## src/rtl/uart_loader_pkg.sv

```systemverilog
// Shared types and defaults for the UART image loader.
// State encoding, widths and the slot base helper.
package uart_loader_pkg;

   localparam int ADDR_W = 23;
   localparam int CNT_W  = 19;

   localparam int unsigned       PIXELS_DEF = 307200;
   localparam logic [ADDR_W-1:0] STRIDE_DEF = 23'h04B000;
   localparam logic [7:0]        SYNC_DEF   = 8'hA5;

   typedef enum logic [1:0] {
      IDLE,
      SLOT,
      DATA
   } state_t;

   // Slot base is a plain constant multiply, truncated to the address width.
   function automatic logic [ADDR_W-1:0] slot_base(
      input logic [2:0]        slot,
      input logic [ADDR_W-1:0] stride
   );
      return stride * ADDR_W'(slot);
   endfunction

endpackage

```

## src/rtl/loader_gap_timer.sv

```systemverilog
// Inter-byte gap timer for the UART image loader.
// Counts idle cycles while enabled; expire flags the last allowed cycle.
module loader_gap_timer #(
   parameter int unsigned TIMEOUT_CYCLES = 5_000_000
) (
   input  logic clk,
   input  logic rst,
   input  logic en,
   input  logic clr,
   output logic expire
);

   localparam int unsigned W =
      (TIMEOUT_CYCLES > 1) ? $clog2(TIMEOUT_CYCLES) : 1;
   localparam logic [W-1:0] LAST = W'(TIMEOUT_CYCLES - 1);

   logic [W-1:0] cnt_q;

   // Gap count: held at zero when disabled or on a byte, saturates at LAST.
   always_ff @(posedge clk or posedge rst) begin
      if (rst) begin
         cnt_q <= '0;
      end else if (clr || !en) begin
         cnt_q <= '0;
      end else if (cnt_q != LAST) begin
         cnt_q <= cnt_q + W'(1);
      end
   end

   assign expire = en && (cnt_q == LAST);

endmodule

```

## src/rtl/uart_image_loader.sv

```systemverilog
// Framed UART byte stream to SDRAM write port: sync, slot, pixels.
// Every output is registered one cycle after the byte that caused it.
module uart_image_loader
   import uart_loader_pkg::*;
#(
   parameter int unsigned       PIXELS_PER_FRAME = PIXELS_DEF,
   parameter int unsigned       NUM_SLOTS        = 5,
   parameter logic [ADDR_W-1:0] SLOT_STRIDE      = STRIDE_DEF,
   parameter logic [7:0]        SYNC_BYTE        = SYNC_DEF,
   parameter int unsigned       TIMEOUT_CYCLES   = 5_000_000
) (
   input  logic              iCLK,
   input  logic              iRST,
   input  logic [7:0]        iRX_DATA,
   input  logic              iRX_VALID,
   output logic [15:0]       oWR_DATA,
   output logic              oWR_EN,
   output logic [ADDR_W-1:0] oWR_ADDR,
   output logic [2:0]        oSLOT,
   output logic [CNT_W-1:0]  oPIX_CNT,
   output logic              oBUSY,
   output logic              oFRAME_DONE,
   output logic              oERR
);

   localparam logic [7:0]       NSLOT    = 8'(NUM_SLOTS);
   localparam logic [CNT_W-1:0] PIX_LAST = CNT_W'(PIXELS_PER_FRAME - 1);

   state_t              state_q, state_d;
   logic [ADDR_W-1:0]   base_q, base_d;
   logic [CNT_W-1:0]    pix_d;
   logic [2:0]          slot_d;
   logic [15:0]         wr_data_d;
   logic [ADDR_W-1:0]   wr_addr_d;
   logic                wr_en_d;
   logic                done_d;
   logic                err_d;
   logic                expire;

   loader_gap_timer #(
      .TIMEOUT_CYCLES(TIMEOUT_CYCLES)
   ) u_gap (
      .clk   (iCLK),
      .rst   (iRST),
      .en    (state_q != IDLE),
      .clr   (iRX_VALID),
      .expire(expire)
   );

   // Frame parser: a received byte always takes priority over a timeout.
   always_comb begin
      state_d   = state_q;
      base_d    = base_q;
      pix_d     = oPIX_CNT;
      slot_d    = oSLOT;
      wr_data_d = oWR_DATA;
      wr_addr_d = oWR_ADDR;
      wr_en_d   = 1'b0;
      done_d    = 1'b0;
      err_d     = 1'b0;
      unique case (state_q)
         IDLE: begin
            if (iRX_VALID && iRX_DATA == SYNC_BYTE) begin
               state_d = SLOT;
            end
         end
         SLOT: begin
            if (iRX_VALID) begin
               if (iRX_DATA < NSLOT) begin
                  slot_d  = iRX_DATA[2:0];
                  base_d  = slot_base(iRX_DATA[2:0], SLOT_STRIDE);
                  pix_d   = '0;
                  state_d = DATA;
               end else begin
                  err_d   = 1'b1;
                  state_d = IDLE;
               end
            end else if (expire) begin
               err_d   = 1'b1;
               state_d = IDLE;
            end
         end
         DATA: begin
            if (iRX_VALID) begin
               wr_en_d   = 1'b1;
               wr_data_d = {8'h00, iRX_DATA};
               wr_addr_d = base_q + ADDR_W'(oPIX_CNT);
               pix_d     = oPIX_CNT + CNT_W'(1);
               if (oPIX_CNT == PIX_LAST) begin
                  done_d  = 1'b1;
                  state_d = IDLE;
               end
            end else if (expire) begin
               err_d   = 1'b1;
               state_d = IDLE;
            end
         end
         default: state_d = IDLE;
      endcase
   end

   // State and registered outputs; reset abandons any partial frame.
   always_ff @(posedge iCLK or posedge iRST) begin
      if (iRST) begin
         state_q     <= IDLE;
         base_q      <= '0;
         oPIX_CNT    <= '0;
         oSLOT       <= '0;
         oWR_DATA    <= '0;
         oWR_ADDR    <= '0;
         oWR_EN      <= 1'b0;
         oFRAME_DONE <= 1'b0;
         oERR        <= 1'b0;
         oBUSY       <= 1'b0;
      end else begin
         state_q     <= state_d;
         base_q      <= base_d;
         oPIX_CNT    <= pix_d;
         oSLOT       <= slot_d;
         oWR_DATA    <= wr_data_d;
         oWR_ADDR    <= wr_addr_d;
         oWR_EN      <= wr_en_d;
         oFRAME_DONE <= done_d;
         oERR        <= err_d;
         oBUSY       <= (state_d != IDLE);
      end
   end

endmodule

```

## config.mk

```make
export PLATFORM = sky130hd
export DESIGN_NAME = uart_image_loader
export DESIGN_NICKNAME = d
export VERILOG_FILES = /design/src/rtl/uart_loader_pkg.sv /design/src/rtl/loader_gap_timer.sv /design/src/rtl/uart_image_loader.sv
export SDC_FILE = /design/constraint.sdc
export NUM_CORES = 1
export LEC_CHECK = 0
export ABC_AREA = 1
export BUFFER_PORTS_ARGS = -buffer_cell sky130_fd_sc_hd__buf_2
export CAP_MARGIN = 30
export CORE_MARGIN = 4
export CORE_UTILIZATION = 25
export CTS_CLUSTER_SIZE = 25
export DETAILED_ROUTE_END_ITERATION = 6
export PLACE_DENSITY_LB_ADDON = 0.3
export SETUP_SLACK_MARGIN = 0.15
export SYNTH_ARGS = -nofsm -noshare
export SYNTH_HDL_FRONTEND = slang
export SYNTH_SLANG_ARGS = --single-unit
export TNS_END_PERCENT = 100
```

## constraint.sdc

```tcl
create_clock -name iCLK -period 2.9 [get_ports iCLK]
set_input_delay 0.29 -clock iCLK [delete_from_list [all_inputs] [get_ports iCLK]]
set_output_delay 0.29 -clock iCLK [all_outputs]
set_load 0.02 [all_outputs]
```

==> insert_results.sql <==
INSERT INTO impl_metrics (metric_group, metric, value, unit) VALUES
('detailed_routing', 'drt-wirelength-per-cell', '13.2', 'um'),
('grt', 'grt.overflow.total', '0', ''),
('worst_setup_path', 'cpMostUsedCell', 'inv_1', ''),
('power_and_ir_drop', 'max-vdd-ir-drop', '311', 'uV'),
('sta', 'timing.final.setup_violations', '0', ''),
('clocking', 'cts_root_buf', 'clkbuf_16', ''),
('detailed_routing', 'sum_of_met2_wire_segment_lengths_after_detailed_routing', '6000', 'um'),
('sta', 'rsz0062_at_grt', 'false', ''),
('synth', 'average_footprint_of_a_synthesized_cell', '7.89', 'um2'),
('clocking', 'cts_buffers', '9', ''),
('worst_setup_path', 'critPathMaxStageDelay', '500', 'ps'),
('die', 'ioPinCount', '76', ''),
('layout', 'finalNonFillerCells', '984', ''),
('power_and_ir_drop', 'power_switching', '1.81', 'mW'),
('synth', 'synthDominantAreaCellType', 'dfrtp_1', ''),
('placed_design', 'gp_congestion', '0.841', ''),
('synth', 'async_sr_flop_fraction', '1.00', ''),
('layout', 'utilization', '0.304', ''),
('worst_setup_path', 'critical_path.startpoint_type', 'register', ''),
('die', 'die_y', '151', 'um'),
('sta', 'tns', '0', 'ps'),
('sta', 'achievable_freq', '514', 'MHz'),
('synth', 'netlist-cell-type-count', '36', ''),
('sta', 'worstMarginPinSlew', '765', 'ps'),
('detailed_routing', 'totalWireLength', '13000', 'um'),
('sta', 'layout_min_cycle_time', '1950', 'ps'),
('power_and_ir_drop', 'sw_frac_of_total', '0.394', ''),
('layout', 'synthToLayoutAreaGrowth', '17.8', '%'),
('layout', 'insertedDiodeCount', '0', ''),
('grt', 'wire_length_of_the_first_global_routing_pass', '21200', 'um'),
('synth', 'post_synth_instance_area', '5100', 'um2'),
('power_and_ir_drop', 'cellInternalPower', '2.78', 'mW'),
('grt', 'grt_antenna_before_repair', '1', ''),
('worst_setup_path', 'path_cells', 'inv_1, ha_1, nor2_1, inv_1, a21oi_1, o21a_1', ''),
('clocking', 'ctsHoldBuffers', '0', ''),
('detailed_routing', 'ant_nets', '0', ''),
('synth', 'synth_top_cells_by_count', 'nand2_1 (152), dfrtp_1 (91), inv_1 (81)', ''),
('clocking', 'clock_latency', '350', 'ps'),
('worst_setup_path', 'critical_path_required', '3180', 'ps'),
('sta', 'clock_skew', '10.9', 'ps'),
('grt', 'grt_pass1_vias', '4099', ''),
('power_and_ir_drop', 'leakagePower', '3.04', 'nW'),
('sta', 'timing_hold_violations_final', '0', ''),
('clocking', 'post_cts.resized_instances', '0', ''),
('detailed_routing', 'routedLengthMet1', '6050', 'um'),
('synth', 'synth_edf_count', '0', ''),
('worst_setup_path', 'critical_path_class', 'register to register', ''),
('synth', 'synth_seq_area_share', '0.447', ''),
('power_and_ir_drop', 'power.density_cell_area', '766', 'nW/um2'),
('die', 'start_util', '0.258', ''),
('sta', 'report.final.slew_viol_count', '0', ''),
('synth', 'synth.ff_latch_count', '91', ''),
('synth', 'synthesis.yosys.warnings', '0', ''),
('clocking', 'ctsHtreeMaxLevel', '3', ''),
('clocking', 'cts.repair_timing.setup_buffer_count', '0', ''),
('grt', 'gr-usage-all-layers', '0.119', ''),
('clocking', 'tritoncts_clock_tree', 'yes', ''),
('power_and_ir_drop', 'power_share_of_the_sequential_group', '0.394', ''),
('placed_design', 'placed_wire_length_estimate_after_detailed_placement', '9890', 'um'),
('worst_setup_path', 'setup_crit_end_kind', 'register', ''),
('detailed_routing', 'drt-initial-drc-count', '183', ''),
('detailed_routing', 'num_vias', '4277', ''),
('synth', 'netlist.area_leader.share', '0.447', ''),
('synth', 'synthMostInstantiatedCell', 'nand2_1', ''),
('placed_design', 'port_buffers', '67', ''),
('status', 'status', 'finished clean', ''),
('layout', 'layout-drive-gt1-share', '0.147', ''),
('power_and_ir_drop', 'comb_power_share', '0.333', ''),
('worst_setup_path', 'critical-path-slowest-cell', 'nor2_1', ''),
('hold_path', 'min_path_type', 'input port to async pin', ''),
('detailed_routing', 'routed_via_density', '4.35', '');
## layout make-up
cell class                      instances  area (um2)
Sequential cell                        91        2280
Inverter                               82         310
Multi-Input combinational cell        458        2390
Tap cell                              265         332
Fill cell                            2178       13800
Timing Repair Buffer                   72         385
Clock buffer                           12         236
Clock inverter                          4        75.1
## flip-flops by register name (all words and copies together) (netlist names)
| name | cells |
|---|---|
| oERR | 1 |
| oBUSY | 1 |
| oSLOT | 3 |
| oWR_EN | 1 |
| state_q | 2 |
| oPIX_CNT | 19 |
| base_q | 9 |
| oWR_DATA | 8 |
| oFRAME_DONE | 1 |
| oWR_ADDR | 23 |
| u_gap.cnt_q | 23 |
## worst paths after layout
path | slack, ps | depth (start not counted) | from | end
min in group iCLK | 170 | 3 | iRX_DATA[3] | oWR_DATA[3]
hold / removal | 80 | 2 | iRST | oWR_DATA[1]
max in group asynchronous | 2180 | 3 | iRST | oWR_ADDR[11]
setup / recovery | 950 | 6 | state_q[1] | u_gap.cnt_q[18]
setup reg to reg | 950 | 6 | state_q[1] | u_gap.cnt_q[18]
hold reg to reg | 470 | 2 | oWR_ADDR[17] | oWR_ADDR[17]
## per-layer routing
layer	global-route usage	vias up
met5	0	-
met4	0.0317	2
met3	0.0323	19
met2	0.189	93
met1	0.159	1949
li1	-	2214
## stage by stage
| stage | setup WS (ps) | hold WS, ps | total power [mW] | instance area, um2 |
|---|---|---|---|---|
| 3_3_place_gp | 848 | 458 | 3.40 | 5700 |
| 2_1_floorplan | 246 | 400 | 2.84 | 5130 |
| 3_5_place_dp | 835 | 461 | 3.40 | 5700 |
| 6_report | 954 | 81.8 | 4.60 | 6010 |
| 5_1_grt | 767 | 143 | 4.95 | 6010 |
| 4_1_cts | 955 | 111 | 4.69 | 6010 |
## layout by cell type, fill, tap and decap left out, types with 3 or more instances in the layout
master     synthesis  layout
a21oi_1           20      20
a31oi_1            3       3
buf_2              3      67
buf_4             11       4
clkbuf_1           5       3
clkbuf_16          0       9
conb_1             1       8
dfrtp_1           91      91
ha_1              22      22
inv_1             81      80
nand2_1          152     152
nand2_2            4       4
nand3_1           50      50
nand4_1           20      20
nor2_1            69      69
nor2_2             4       4
nor2_4             3       3
nor3_1             5       5
nor4_1             3       3
o21ai_0           58      58
xnor2_1            7       7
xor2_1            10      10
## power groups by stage
stage	clock, mW	sequential (mW)	combinational (mW)
final	1.25	1.81	1.53
after global placement	0	1.84	1.56
after global routing	1.36	1.85	1.74
after floorplan	0	2.09	0.755
after CTS	1.30	1.82	1.56
after detailed placement	0	1.84	1.56
## critical path: cells and delay by family (launching register included)
| family | cells | cell delay, ps |
|---|---|---|
| compound gates | 2 | 320 |
| simple gates | 1 | 500 |
| fa+ha+maj | 1 | 240 |
| buf+inv | 2 | 420 |
| flops | 1 | 410 |
## cell families (layout without fill, tap and decap cells)
kind of cell / after synthesis / in the layout / synth area share
adders and majority gates: 24 / 24 / 0.0618
and+or+nand+nor: 316 / 316 / 0.274
AOI/OAI and AO/OA: 92 / 92 / 0.0964
xor gates and xnor gates: 17 / 17 / 0.0292
other: 1 / 8 / 0.000735
muxes: 1 / 1 / 0.00196
DFF: 91 / 91 / 0.447
buffers and inverters: 104 / 170 / 0.0898
(Power assumes the default switching activity.)
